$ cat src/rtl/ob_cntrl_mk_arb_if.sv
// ob_cntrl_mk_arb_if: head-entry inputs, query handshake and trade response bundle for ob_cntrl_mk_arb
interface ob_cntrl_mk_arb_if #(
  parameter int QTY_W = 16,
  parameter int PRICE_W = 20,
  parameter int UID_W = 32,
  parameter int CNT_W = 16
);
  localparam int E_W = UID_W + PRICE_W + QTY_W;
  logic lm_bid_vld, lm_ask_vld, mk_bid_vld, mk_ask_vld;
  logic [E_W-1:0] lm_bid_e, lm_ask_e, mk_bid_e, mk_ask_e;
  logic trade_qry, qry_rdy, trade_vld, trade_rdy;
  logic [1:0] trade_kind;
  logic [UID_W-1:0] trade_ask_uid, trade_bid_uid;
  logic [PRICE_W-1:0] trade_price;
  logic [QTY_W-1:0] trade_qty, trade_rem;
  logic trade_ask_consumed, trade_bid_consumed;
  logic [CNT_W-1:0] trade_cnt;
  modport master (
    output lm_bid_vld, lm_ask_vld, mk_bid_vld, mk_ask_vld,
    output lm_bid_e, lm_ask_e, mk_bid_e, mk_ask_e,
    output trade_qry, trade_rdy,
    input qry_rdy, trade_vld, trade_kind, trade_ask_uid, trade_bid_uid,
    input trade_price, trade_qty, trade_rem, trade_ask_consumed, trade_bid_consumed, trade_cnt
  );
  modport slave (
    input lm_bid_vld, lm_ask_vld, mk_bid_vld, mk_ask_vld,
    input lm_bid_e, lm_ask_e, mk_bid_e, mk_ask_e,
    input trade_qry, trade_rdy,
    output qry_rdy, trade_vld, trade_kind, trade_ask_uid, trade_bid_uid,
    output trade_price, trade_qty, trade_rem, trade_ask_consumed, trade_bid_consumed, trade_cnt
  );
endinterface

$ cat src/rtl/ob_cntrl_mk_arb.sv
// ob_cntrl_mk_arb: round-robin limit/market trade selector; OB_CNTRL_MK_MKMK_EN enables market-to-market trades
module ob_cntrl_mk_arb #(
  parameter int QTY_W = 16,
  parameter int PRICE_W = 20,
  parameter int UID_W = 32,
  parameter int CNT_W = 16
) (
  input logic clk,
  input logic rst,
  ob_cntrl_mk_arb_if.slave b
);
  localparam int E_W = UID_W + PRICE_W + QTY_W;
  typedef enum logic [1:0] {IDLE, EVAL, RESP} state_t;
  state_t st, st_n;
  logic [E_W-1:0] s_lb, s_la, s_ma;
  logic [UID_W-1:0] s_mb_uid;
  logic [QTY_W-1:0] s_mb_qty;
  logic [3:0] s_v;
  logic rr;
  logic lb, la, mb, ma, ca, cb, cc, ta, tb, tc, hit;
  logic [E_W-1:0] ask;
  logic [UID_W-1:0] bid_uid;
  logic [QTY_W-1:0] aq, bq;
  logic [PRICE_W-1:0] price;
  logic [QTY_W:0] d;
  logic [1:0] kind;
  always_comb begin
    lb = s_v[0] & (|s_lb[QTY_W-1:0]);
    la = s_v[1] & (|s_la[QTY_W-1:0]);
    mb = s_v[2] & (|s_mb_qty);
    ma = s_v[3] & (|s_ma[QTY_W-1:0]);
    ca = ma & lb;
    cb = la & mb;
`ifdef OB_CNTRL_MK_MKMK_EN
    cc = ma & mb;
`else
    cc = 1'b0;
`endif
    ta = ca & (~cb | ~rr);
    tb = cb & (~ca | rr);
    tc = cc & ~ca & ~cb;
    hit = ta | tb | tc;
    ask = tb ? s_la : s_ma;
    bid_uid = ta ? s_lb[E_W-1 -: UID_W] : s_mb_uid;
    aq = ask[QTY_W-1:0];
    bq = ta ? s_lb[QTY_W-1:0] : s_mb_qty;
    price = ta ? s_lb[QTY_W +: PRICE_W] : ask[QTY_W +: PRICE_W];
    d = {1'b0, aq} - {1'b0, bq};
    kind = ta ? 2'b01 : tb ? 2'b10 : tc ? 2'b11 : 2'b00;
    st_n = st == IDLE ? (b.trade_qry ? EVAL : IDLE) : st == EVAL ? RESP : (b.trade_rdy ? IDLE : RESP);
  end
  assign b.qry_rdy = st == IDLE;
  always_ff @(posedge clk)
    if (!rst) st <= IDLE;
    else st <= st_n;
  always_ff @(posedge clk) begin
    if (st == IDLE && b.trade_qry) begin
      s_v <= {b.mk_ask_vld, b.mk_bid_vld, b.lm_ask_vld, b.lm_bid_vld};
      s_lb <= b.lm_bid_e;
      s_la <= b.lm_ask_e;
      s_ma <= b.mk_ask_e;
      s_mb_uid <= b.mk_bid_e[E_W-1 -: UID_W];
      s_mb_qty <= b.mk_bid_e[QTY_W-1:0];
    end
    if (!rst) begin
      rr <= 1'b0;
      b.trade_vld <= 1'b0;
      b.trade_kind <= '0;
      b.trade_ask_uid <= '0;
      b.trade_bid_uid <= '0;
      b.trade_price <= '0;
      b.trade_qty <= '0;
      b.trade_rem <= '0;
      b.trade_ask_consumed <= 1'b0;
      b.trade_bid_consumed <= 1'b0;
      b.trade_cnt <= '0;
    end else if (st == EVAL) begin
      rr <= rr ^ (ta | tb);
      b.trade_vld <= 1'b1;
      b.trade_kind <= kind;
      b.trade_ask_uid <= hit ? ask[E_W-1 -: UID_W] : '0;
      b.trade_bid_uid <= hit ? bid_uid : '0;
      b.trade_price <= hit ? price : '0;
      b.trade_qty <= hit ? (d[QTY_W] ? aq : bq) : '0;
      b.trade_rem <= hit ? (d[QTY_W] ? bq - aq : aq - bq) : '0;
      b.trade_ask_consumed <= hit & (d[QTY_W] | ~|d);
      b.trade_bid_consumed <= hit & ~d[QTY_W];
    end else if (st == RESP && b.trade_rdy) begin
      b.trade_vld <= 1'b0;
      if (|b.trade_kind && ~&b.trade_cnt) b.trade_cnt <= b.trade_cnt + 1'b1;
    end
  end
endmodule

$ cat src/flat_wrapper.sv
// flat-port wrapper written by rule: the top's interface ports become plain ports
module ob_cntrl_mk_arb_flat 
#(
  parameter int QTY_W = 16,
  parameter int PRICE_W = 20,
  parameter int UID_W = 32,
  parameter int CNT_W = 16
)
  (clk, rst, b_lm_bid_vld, b_lm_ask_vld, b_mk_bid_vld, b_mk_ask_vld, b_lm_bid_e, b_lm_ask_e, b_mk_bid_e, b_mk_ask_e, b_trade_qry, b_trade_rdy, b_qry_rdy, b_trade_vld, b_trade_kind, b_trade_ask_uid, b_trade_bid_uid, b_trade_price, b_trade_qty, b_trade_rem, b_trade_ask_consumed, b_trade_bid_consumed, b_trade_cnt);
  ob_cntrl_mk_arb_if #(.QTY_W(QTY_W), .PRICE_W(PRICE_W), .UID_W(UID_W), .CNT_W(CNT_W)) b_i ();
  input logic clk;
  input logic rst;
  input wire logic [$bits(b_i.lm_bid_vld)-1:0] b_lm_bid_vld;
  input wire logic [$bits(b_i.lm_ask_vld)-1:0] b_lm_ask_vld;
  input wire logic [$bits(b_i.mk_bid_vld)-1:0] b_mk_bid_vld;
  input wire logic [$bits(b_i.mk_ask_vld)-1:0] b_mk_ask_vld;
  input wire logic [$bits(b_i.lm_bid_e)-1:0] b_lm_bid_e;
  input wire logic [$bits(b_i.lm_ask_e)-1:0] b_lm_ask_e;
  input wire logic [$bits(b_i.mk_bid_e)-1:0] b_mk_bid_e;
  input wire logic [$bits(b_i.mk_ask_e)-1:0] b_mk_ask_e;
  input wire logic [$bits(b_i.trade_qry)-1:0] b_trade_qry;
  input wire logic [$bits(b_i.trade_rdy)-1:0] b_trade_rdy;
  output wire logic [$bits(b_i.qry_rdy)-1:0] b_qry_rdy;
  output wire logic [$bits(b_i.trade_vld)-1:0] b_trade_vld;
  output wire logic [$bits(b_i.trade_kind)-1:0] b_trade_kind;
  output wire logic [$bits(b_i.trade_ask_uid)-1:0] b_trade_ask_uid;
  output wire logic [$bits(b_i.trade_bid_uid)-1:0] b_trade_bid_uid;
  output wire logic [$bits(b_i.trade_price)-1:0] b_trade_price;
  output wire logic [$bits(b_i.trade_qty)-1:0] b_trade_qty;
  output wire logic [$bits(b_i.trade_rem)-1:0] b_trade_rem;
  output wire logic [$bits(b_i.trade_ask_consumed)-1:0] b_trade_ask_consumed;
  output wire logic [$bits(b_i.trade_bid_consumed)-1:0] b_trade_bid_consumed;
  output wire logic [$bits(b_i.trade_cnt)-1:0] b_trade_cnt;
  assign b_i.lm_bid_vld = b_lm_bid_vld;
  assign b_i.lm_ask_vld = b_lm_ask_vld;
  assign b_i.mk_bid_vld = b_mk_bid_vld;
  assign b_i.mk_ask_vld = b_mk_ask_vld;
  assign b_i.lm_bid_e = b_lm_bid_e;
  assign b_i.lm_ask_e = b_lm_ask_e;
  assign b_i.mk_bid_e = b_mk_bid_e;
  assign b_i.mk_ask_e = b_mk_ask_e;
  assign b_i.trade_qry = b_trade_qry;
  assign b_i.trade_rdy = b_trade_rdy;
  assign b_qry_rdy = b_i.qry_rdy;
  assign b_trade_vld = b_i.trade_vld;
  assign b_trade_kind = b_i.trade_kind;
  assign b_trade_ask_uid = b_i.trade_ask_uid;
  assign b_trade_bid_uid = b_i.trade_bid_uid;
  assign b_trade_price = b_i.trade_price;
  assign b_trade_qty = b_i.trade_qty;
  assign b_trade_rem = b_i.trade_rem;
  assign b_trade_ask_consumed = b_i.trade_ask_consumed;
  assign b_trade_bid_consumed = b_i.trade_bid_consumed;
  assign b_trade_cnt = b_i.trade_cnt;
  ob_cntrl_mk_arb #(.QTY_W(QTY_W), .PRICE_W(PRICE_W), .UID_W(UID_W), .CNT_W(CNT_W)) u_core (.clk(clk), .rst(rst), .b(b_i));
endmodule
$ cat config.mk
export PLATFORM = sky130hd
export DESIGN_NAME = ob_cntrl_mk_arb_flat
export DESIGN_NICKNAME = d
export VERILOG_FILES = /design/src/rtl/ob_cntrl_mk_arb_if.sv /design/src/rtl/ob_cntrl_mk_arb.sv /design/src/flat_wrapper.sv
export SDC_FILE = /design/constraint.sdc
export NUM_CORES = 1
export LEC_CHECK = 0
export CORE_MARGIN = 2
export CORE_UTILIZATION = 45
export DETAILED_ROUTE_END_ITERATION = 10
export GPL_TIMING_DRIVEN = 0
export PLACE_DENSITY = 0.84
export SLEW_MARGIN = 10
export SYNTH_ARGS = -nofsm -noshare
export SYNTH_HDL_FRONTEND = slang
export SYNTH_SLANG_ARGS = --single-unit
$ cat constraint.sdc
create_clock -name clk -period 12.1 [get_ports clk]
set_clock_uncertainty 0.2 [all_clocks]
set_input_delay 3.63 -clock clk [delete_from_list [all_inputs] [get_ports clk]]
set_output_delay 3.63 -clock clk [all_outputs]
set_load 0.005 [all_outputs]
==> impl_metrics.ini, run 1 <==
[outcome]
run_status = complete, no violations

[clocking]
numClockSinks = 376
post_cts_setup_repair_buffer_count = 0
clk_latency_ps = 550
htree_num_levels = 2
post_cts_resized = 0
clkSlewWorstSetupHoldPaths_ps = 60
cts_inserted_buffers = 39
cts_root_buffer = clkbuf_16
post_cts_hold_buffer_count = 0
clock_path_buffers = 3
tritoncts_clock_tree = done

[sta]
unrepaired_setup_endpoints_after_global_routing = no
maxSlewHeadroom_pct = 29.2
shortest_clock_period_the_worst_path_allows_after_layout_ps = 5610
timing.final.setup_violations = 0
worst-slew-pin-transition_ps = 1060
hold_viol = 0
pins_over_their_slew_limit = 0
tns_ps = 0
post-route-period-util_pct = 46.4
highest_attainable_clock_frequency_mhz = 178

[global_routing]
wire_length_of_the_first_global_routing_pass_microns = 76100
grt-ovfl-total = 0
via_count_of_the_first_global_routing_pass = 12857
gr-usage-all-layers_pct = 26.3
number_of_antenna_violations_at_the_first_check_in_global_routing = 13
maximum_number_of_pins_on_one_net_before_global_route_repair = 69

[pwr]
max_vdd_drop_mv = 0.125
static-leakage-power_uw = 0.00791
power_per_cell_area_nw_per_um2 = 151

[yosys]
netlist_instances = 1420
synth.top_cell.area_share_pct = 43.9
ys_dominant_reg_cell = edfxtp_1
post-synth-top-count-cell = edfxtp_1
synth-seq-area-share_pct = 61.2
synthDistinctLibCells = 83
ys_ff_latch = 376
synth.avg_cell_area_sq_um = 11.4
synth-warning-count = 0
synth_nets = 1733
ys_top_cells_by_count = edfxtp_1 (236), nand2_1 (204), a21oi_1 (155)
synth_top_area_cell = edfxtp_1
synth.cell_area_sq_um = 16100
async_flop_share_pct = 0
ys_top_cells_by_area = edfxtp_1 (44%), dfxtp_1 (17%), a21oi_1 (4.8%)
synth_edf_count = 236

[floorplan]
chipWidth_microns = 193
core.rowCount = 69
coreArea_sq_um = 35500
dieArea_sq_um = 37400
start_util_pct = 45.5
floorplan.die.height_microns = 193
ioPinCount = 418

[worst_setup_path]
cp_data_required_time_ps = 12330
critPathArrivalTime_ps = 5840
cpMostUsedCell = nor2_1
timing.critical_path.fanout_max = 9
cp_cell_sequence = clkdlybuf4s50_1, nand2_1, nor2_1, o221ai_1, or3_1, clkbuf_1, nor2_1, nand3_1, xnor2_1, and2_1
timing.critical_path.from_type = input port
cpMaxStageDelayCell = clkdlybuf4s50_1
worst-setup-path-type = in2reg
timing.critical_path.slowest_cell_delay_ps = 480
critPathCaptureType = flop

[worst_hold_path]
hold_class = reg2reg

[routing]
drtIter0Drc = 1152
routed_wire_length_per_instance_microns = 21.7
detail_route.vias_per_cell = 5.47
drc_errors = 0
ant_nets = 0
routed_wire_length_microns = 50800
drt-pass1-iter-count = 5
vias = 12815

[final_layout]
ratio_of_cells_with_drive_above_1_in_the_final_layout_pct = 5.72
instances_no_fill = 2342
layout.nets = 2154
filler_instances = 2741
flow.area_growth_from_synthesis_pct = 35.9

[job]
timing.max_cap.violations = 0

[placement]
dp.final_hpwl_microns = 38200
routabilityCongestion = 0.936
port_buffers = 377
placed_cells_incl_taps = 2261
==> cell usage in the layout (no fill, tap or decap), types with 11 or more instances in the layout <==
cell type          n
clkdlybuf4s50_1  377
edfxtp_1         236
nand2_1          204
a21oi_1          155
dfxtp_1          140
nor2b_1           87
clkbuf_1          62
and2_1            47
inv_1             42
o21ai_0           42
clkbuf_16         41
a22oi_1           40
mux2i_1           38
nor2_1            37
ha_1              31
xnor2_1           29
nand3_1           17
o21ai_1           16
a21boi_0          12
a21o_1            12
nand4_1           11
and3_1            11
nor4_1            11
==> worst paths after layout <==
check / startpoint / end / slack (ps) / depth (start not counted)
worst min register to register: u_core.b.trade_rem[7] / u_core.b.trade_rem[7] / 250 / 2
worst max register to register: u_core.s_lb[9] / u_core.b.trade_rem[10] / 6590 / 20
worst max-delay path: b_trade_rdy / u_core.b.trade_cnt[15] / 6490 / 10
worst min-delay path: u_core.b.trade_rem[7] / u_core.b.trade_rem[7] / 250 / 2
==> power breakdown <==
group          internal (uW)  switching, uW
clock network            756            510
registers               1450           33.6
logic                    247            315
==> flip-flops by register name, summed over array words and instances, names as in the netlist <==
register                     cells
u_core.b.trade_kind              2
u_core.b.trade_ask_consumed      1
u_core.st                        2
u_core.b.trade_cnt              16
u_core.b.trade_qty              16
u_core.b.trade_price            20
u_core.s_mb_qty                 16
u_core.s_mb_uid                 32
u_core.s_la                     68
u_core.b.trade_bid_consumed      1
u_core.s_lb                     68
u_core.b.trade_bid_uid          32
u_core.b.trade_vld               1
u_core.rr                        1
u_core.b.trade_rem              16
u_core.s_v                       4
u_core.s_ma                     48
u_core.b.trade_ask_uid          32
==> final cells by class <==
| cell class | count | area [sq um] | share of cell area [%] |
|---|---|---|---|
| multi-input combinational | 927 | 5780 | 26.3 |
| clock inverter | 24 | 285 | 1.30 |
| sequential | 376 | 9890 | 45.0 |
| inverter | 42 | 158 | 0.718 |
| tap | 461 | 577 | 2.63 |
| clock buffer | 48 | 1060 | 4.84 |
| buffer | 75 | 320 | 1.46 |
| timing repair buffer | 380 | 3860 | 17.6 |
| antenna | 9 | 22.5 | 0.103 |
==> layer usage <==
layer,routed length (microns),up-vias,track usage [%]
met4,1820,6,11.3
li1,-,5961,-
met1,20200,6151,33.2
met2,24800,584,43.7
met3,3970,113,5.82
met5,39,-,0
==> worst max-delay path, delay by kind of cell <==
family                 cells  cell delay, ps
AO/OA/AOI/OAI              1             340
XOR/XNOR                   1             140
buffers and inverters      2             650
AND/OR/NAND/NOR            6            1100
==> cells by family (layout without fill, tap and decap cells) <==
family          count (synthesis)  in the layout  synth area share (%)
flops                         376            376                  61.2
compound gates                352            352                  14.0
mux                            40             40                  2.58
xor+xnor                       38             38                  2.06
buf+inv                       117            569                  2.96
simple gates                  464            464                  14.6
other cells                     0              9                     0
fa+ha+maj                      33             33                  2.65
==> stage by stage <==
stage	power [uW]	hold WS (ps)	utilization, %	cell area, sq um	setup WS (ps)
final	3310	246	61.9	22000	6490
after global routing	3430	269	61.9	21900	6310
after CTS	3320	254	61.8	21900	6520
after detailed placement	2060	246	58.0	20600	5990
after global placement	2060	241	57.8	20500	-49.2
after floorplan	1840	242	-	16100	2300
Note: power is estimated with default switching activity, not from simulation.
==> inputs of run 2 (changes only) <==
- CORE_UTILIZATION: 45 -> 44
- PLACE_DENSITY: 0.84 -> 0.85
- clock period: 12.1 -> 4.6 ns (I/O delays scaled with it)
==> run 2 against run 1 <==
Compared with the run above:
- critical endpoint is now u_core.b.trade_rem[10]
- total power grew to 2.7 times the previous value
- global-route usage fell by 0.23 points
- worst setup slack lost 6400 ps
- first-iteration DRC count fell by 7.7%
- critical path depth up 10
==> impl_metrics.ini, run 2 (same netlist as run 1, synthesis figures left out) <==
[final_layout]
filler_instances = 2737
layout.cell_area.non_filler_sq_um = 22600
instances_no_fill = 2378
layout_common_cells = clkdlybuf4s50_1 (377), edfxtp_1 (236), nand2_1 (203), a21oi_1 (149), dfxtp_1 (140)
layout.nets = 2180
ratio_of_cells_with_drive_above_1_in_the_final_layout_pct = 9.85
regArea_sq_um = 9890
layout.cells.most_common = clkdlybuf4s50_1
flow.area_growth_from_synthesis_pct = 39.9
reg_top3 = u_core.s_la x68, u_core.s_lb x68, u_core.s_ma x48
multi_input_comb_area_sq_um = 6130

[sta]
maxSlewHeadroom_pct = 33.3
tns_ps = 0
hold_viol = 0
highest_attainable_clock_frequency_mhz = 223
timing.final.setup_violations = 0
worst-slew-pin-transition_ps = 994
shortest_clock_period_the_worst_path_allows_after_layout_ps = 4480
post-route-period-util_pct = 97.3
pins_over_their_slew_limit = 0
unrepaired_setup_endpoints_after_global_routing = no

[placement]
placed_cells_incl_taps = 2269
routabilityCongestion = 0.939
dp.final_hpwl_microns = 38400
placement.cell_area_sq_um = 20600
port_buffers = 377

[worst_setup_path]
timing.critical_path.fanout_max = 10
critPathCaptureType = flop
timing.critical_path.from_type = flop
worst-setup-path-type = reg2reg
critPathArrivalTime_ps = 4710
cp_data_required_time_ps = 4840

[pwr]
share_comb_of_total_power_pct = 18.3
internal_power_uw = 6440
p_total_uw = 8800
static-leakage-power_uw = 0.00807
net-switching-power_uw = 2360
swShare_pct = 26.9
power_per_cell_area_nw_per_um2 = 390
clkPwrFrac_pct = 37.3
power_frac_seq_pct = 44.4
max_vdd_drop_mv = 0.334

[floorplan]
floorplan.die.height_microns = 196
dieArea_sq_um = 38300
ioPinCount = 418
coreArea_sq_um = 36300
start_util_pct = 44.4
core.rowCount = 70
chipWidth_microns = 196

[routing]
routed_wire_length_microns = 51600
met3_wirelength_microns = 3940
met1_length_microns = 20600
ant_nets = 0
drc_errors = 0
drt-pass1-iter-count = 6
vias = 13099
drtIter0Drc = 1063
routed_wire_length_per_instance_microns = 21.7
detailroute.wirelength.met2_microns = 24900
detail_route.vias_per_cell = 5.51
top_signal_layer_used = met4

[clocking]
post_cts_hold_buffer_count = 0
clk_latency_ps = 570
htree_num_levels = 2
clkSlewWorstSetupHoldPaths_ps = 60
cts_inserted_buffers = 40
numClockSinks = 376
cts_root_buffer = clkbuf_16
tritoncts_clock_tree = done
clock_path_buffers = 3

[global_routing]
grt-ovfl-total = 0
via_count_of_the_first_global_routing_pass = 13054
number_of_antenna_violations_at_the_first_check_in_global_routing = 10
wire_length_of_the_first_global_routing_pass_microns = 76100
maximum_number_of_pins_on_one_net_before_global_route_repair = 57
gr-usage-all-layers_pct = 26.1

[outcome]
run_status = complete, no violations

[worst_hold_path]
hold_class = reg2reg

[job]
timing.max_cap.violations = 0
==> run 2: repair_timing <==
item                                    4_1_cts  5_1_grt
pin swaps                                    10       17
setup buffers                                11       17
gates cloned                                  0        1
gates resized for setup                      36       52
endpoints found under the setup margin       33       33
==> run 2: per-layer routing <==
layer | GRT usage [%] | vias to the layer above
met1 | 32.7 | 6302
li1 | - | 6017
met4 | 12.2 | 0
met3 | 5.42 | 127
met2 | 43.5 | 653
met5 | 0 | -
==> run 2: layout make-up <==
type                            instances  area share, %
Clock buffer                           50           4.73
Inverter                               42          0.698
Sequential cell                       376           43.8
Multi-Input combinational cell        927           27.2
Buffer                                 70           1.56
Timing Repair Buffer                  410           18.2
Clock inverter                         24           1.22
Antenna cell                           11          0.122
Tap cell                              468           2.59
==> run 2: path summary, 6_finish.rpt <==
path,startpoint,endpoint,slack (ps),depth (start not counted)
worst max register to register,u_core.s_la[10],u_core.b.trade_rem[10],120,20
worst min register to register,u_core.b.trade_rem[2],u_core.b.trade_rem[2],250,2
worst min-delay path,u_core.b.trade_rem[2],u_core.b.trade_rem[2],250,2
worst max-delay path,u_core.s_la[10],u_core.b.trade_rem[10],120,20
==> run 2: critical path, cell delays in order, from the launching register on <==
cell,delay [ps]
edfxtp_1,450
nor4_4,390
a41oi_2,220
buf_4,200
and2_4,180
buf_6,150
a21boi_1,250
nor2_2,100
ha_2,340
a21oi_2,160
o21ai_0,110
or2_2,300
a21oi_1,150
o21ai_1,90
a31oi_2,200
a21oi_2,80
buf_6,150
buf_12,150
mux2i_2,150
xnor2_1,250
o21ai_1,90
==> run 2: metrics by stage <==
stage	hold slack, ps	setup WS, ps	util [%]
floorplan	242	448	-
global placement	241	-657	56.4
detailed placement	243	-904	56.7
CTS	252	2.61	61.1
global route	270	3.41	62.1
finish	246	124	62.2
==> run 2: power by group through the flow <==
stage | Sequential, uW | Clock (uW) | Combinational, uW
global route | 3920 | 3460 | 1720
floorplan | 3950 | 0 | 854
detailed placement | 3960 | 0 | 1470
CTS | 3900 | 3330 | 1510
global placement | 3970 | 0 | 1420
finish | 3910 | 3280 | 1610
==> inputs of run 3 (changes only) <==
- CTS_CLUSTER_DIAMETER: not set -> 40
==> run 3 against run 2 <==
Compared with the run above:
- sequential power is essentially flat
- non-clock buffer count shrank 1
- cell count is 0.55% higher
- sequential share of layout area shrank 0.32 points
- maximum frequency decreased by 0.90%
- global-route usage rose by 0.33 points
- largest power group unchanged
==> impl_metrics.ini, run 3 (same netlist as run 1, synthesis figures left out) <==
[pwr]
swShare_pct = 27.3
clkPwrFrac_pct = 39.7
power_frac_seq_pct = 42.8
max_vdd_drop_mv = 0.346
share_comb_of_total_power_pct = 17.5
power_per_cell_area_nw_per_um2 = 401
static-leakage-power_uw = 0.00816
net-switching-power_uw = 2490
internal_power_uw = 6640

[worst_setup_path]
critPathArrivalTime_ps = 4810
timing.critical_path.fanout_max = 10
timing.critical_path.from_type = flop
worst-setup-path-type = reg2reg
cp_data_required_time_ps = 4890
timing.critical_path.slowest_cell_delay_ps = 440
cpMaxStageDelayCell = edfxtp_1
critPathCaptureType = flop
cp_cell_sequence = nor4_4, a41oi_2, buf_4, nand3_2, buf_6, nand3_1, and2_1, and2_1, fa_2, inv_1, o2111ai_4, a211oi_4, a31oi_2, a21oi_2, buf_4, mux2i_2, a22oi_1, nor2b_1

[sta]
maxSlewHeadroom_pct = 32.0
pins_over_their_slew_limit = 0
worst-slew-pin-transition_ps = 1020
hold_viol = 0
timing.final.setup_violations = 0
highest_attainable_clock_frequency_mhz = 221
shortest_clock_period_the_worst_path_allows_after_layout_ps = 4520
post-route-period-util_pct = 98.2
tns_ps = 0

[final_layout]
layout_common_cells = clkdlybuf4s50_1 (377), edfxtp_1 (236), nand2_1 (203), a21oi_1 (150), dfxtp_1 (140)
layout.cells.most_common = clkdlybuf4s50_1
ratio_of_cells_with_drive_above_1_in_the_final_layout_pct = 10.1
layout.nets = 2187
reg_top3 = u_core.s_la x68, u_core.s_lb x68, u_core.s_ma x48
filler_instances = 2711
flow.area_growth_from_synthesis_pct = 40.9
instances_no_fill = 2391

[routing]
drtIter0Drc = 1116
detail_route.vias_per_cell = 5.50
ant_nets = 0
drt-pass1-iter-count = 5
vias = 13153
routed_wire_length_per_instance_microns = 21.8
drc_errors = 0
routed_wire_length_microns = 52100

[placement]
placed_cells_incl_taps = 2269
port_buffers = 377
dp.final_hpwl_microns = 38400
routabilityCongestion = 0.939

[clocking]
clkSlewWorstSetupHoldPaths_ps = 60
post_cts_hold_buffer_count = 0
tritoncts_clock_tree = done
htree_num_levels = 2
cts_inserted_buffers = 48
numClockSinks = 376
clock_path_buffers = 3
clk_latency_ps = 590
cts_root_buffer = clkbuf_16

[global_routing]
gr-usage-all-layers_pct = 26.4
wire_length_of_the_first_global_routing_pass_microns = 76500
number_of_antenna_violations_at_the_first_check_in_global_routing = 9
grt-ovfl-total = 0
via_count_of_the_first_global_routing_pass = 13098
maximum_number_of_pins_on_one_net_before_global_route_repair = 57

[worst_hold_path]
hold_class = reg2reg

[outcome]
run_status = complete, no violations

[floorplan]
start_util_pct = 44.4
floorplan.die.height_microns = 196
coreArea_sq_um = 36300
chipWidth_microns = 196
core.rowCount = 70
ioPinCount = 418
dieArea_sq_um = 38300

[job]
timing.max_cap.violations = 0
-- run 3: worst paths after layout --
kind	start	endpoint	slack [ps]	cells past startpoint
hold / removal	u_core.b.trade_rem[2]	u_core.b.trade_rem[2]	250	2
hold reg to reg	u_core.b.trade_rem[2]	u_core.b.trade_rem[2]	250	2
setup reg to reg	u_core.s_lb[1]	u_core.b.trade_qty[9]	80	18
setup / recovery	u_core.s_lb[1]	u_core.b.trade_qty[9]	80	18
-- run 3: per-stage QoR --
stage                     power, uW  util (%)  setup WS (ps)  hold WS (ps)  instance area, sq um
after floorplan                4800         -            448           242                 16200
after global placement         5390      56.4           -657           241                 20500
after detailed placement       5440      56.7           -904           243                 20600
after CTS                      9100      61.8          -10.4           251                 22500
after global routing           9440      62.6          -25.5           270                 22800
final                          9130      62.6           83.3           246                 22800
-- run 3: what timing repair did --
item,CTS,global route
setup endpoints to repair,33,33
gates resized for setup,35,43
buffers inserted,13,14
pin swaps,11,14
-- run 3: layer usage --
layer  wire length [microns]  share of wire [%]  GRT usage [%]
met1                   20800                 40           32.6
met5                       0                  0              0
met4                    2140                4.1           12.0
met3                    3680                7.1           5.84
met2                   25400                 49           44.5
-- run 3: critical path: cells and delay by family, from the launching register on --
| kind | cells | cell delay [ps] |
|---|---|---|
| AND/OR/NAND/NOR | 6 | 1150 |
| flip-flops | 1 | 440 |
| adder cells (fa/ha/maj) | 1 | 380 |
| multiplexers | 1 | 320 |
| AO/OA/AOI/OAI | 6 | 1200 |
| buffers and inverters | 4 | 750 |
-- run 3: layout make-up --
type | count | area, sq um | share of cell area, %
diodes | 9 | 22.5 | 0.0990
plain buffers | 71 | 343 | 1.51
clock buffers | 62 | 1270 | 5.60
clock inverters | 28 | 285 | 1.25
inverters | 42 | 158 | 0.693
multi-input cells | 927 | 6110 | 26.9
flip-flops and latches | 376 | 9890 | 43.5
well taps | 468 | 586 | 2.57
repair buffers | 408 | 4090 | 18.0
-- run 3: power groups by stage --
| stage | registers (uW) | clock network (uW) | logic, uW |
|---|---|---|---|
| after floorplan | 3950 | 0 | 854 |
| after global placement | 3970 | 0 | 1420 |
| after detailed placement | 3960 | 0 | 1470 |
| after CTS | 3900 | 3680 | 1520 |
| after global routing | 3920 | 3810 | 1710 |
| final | 3910 | 3620 | 1590 |
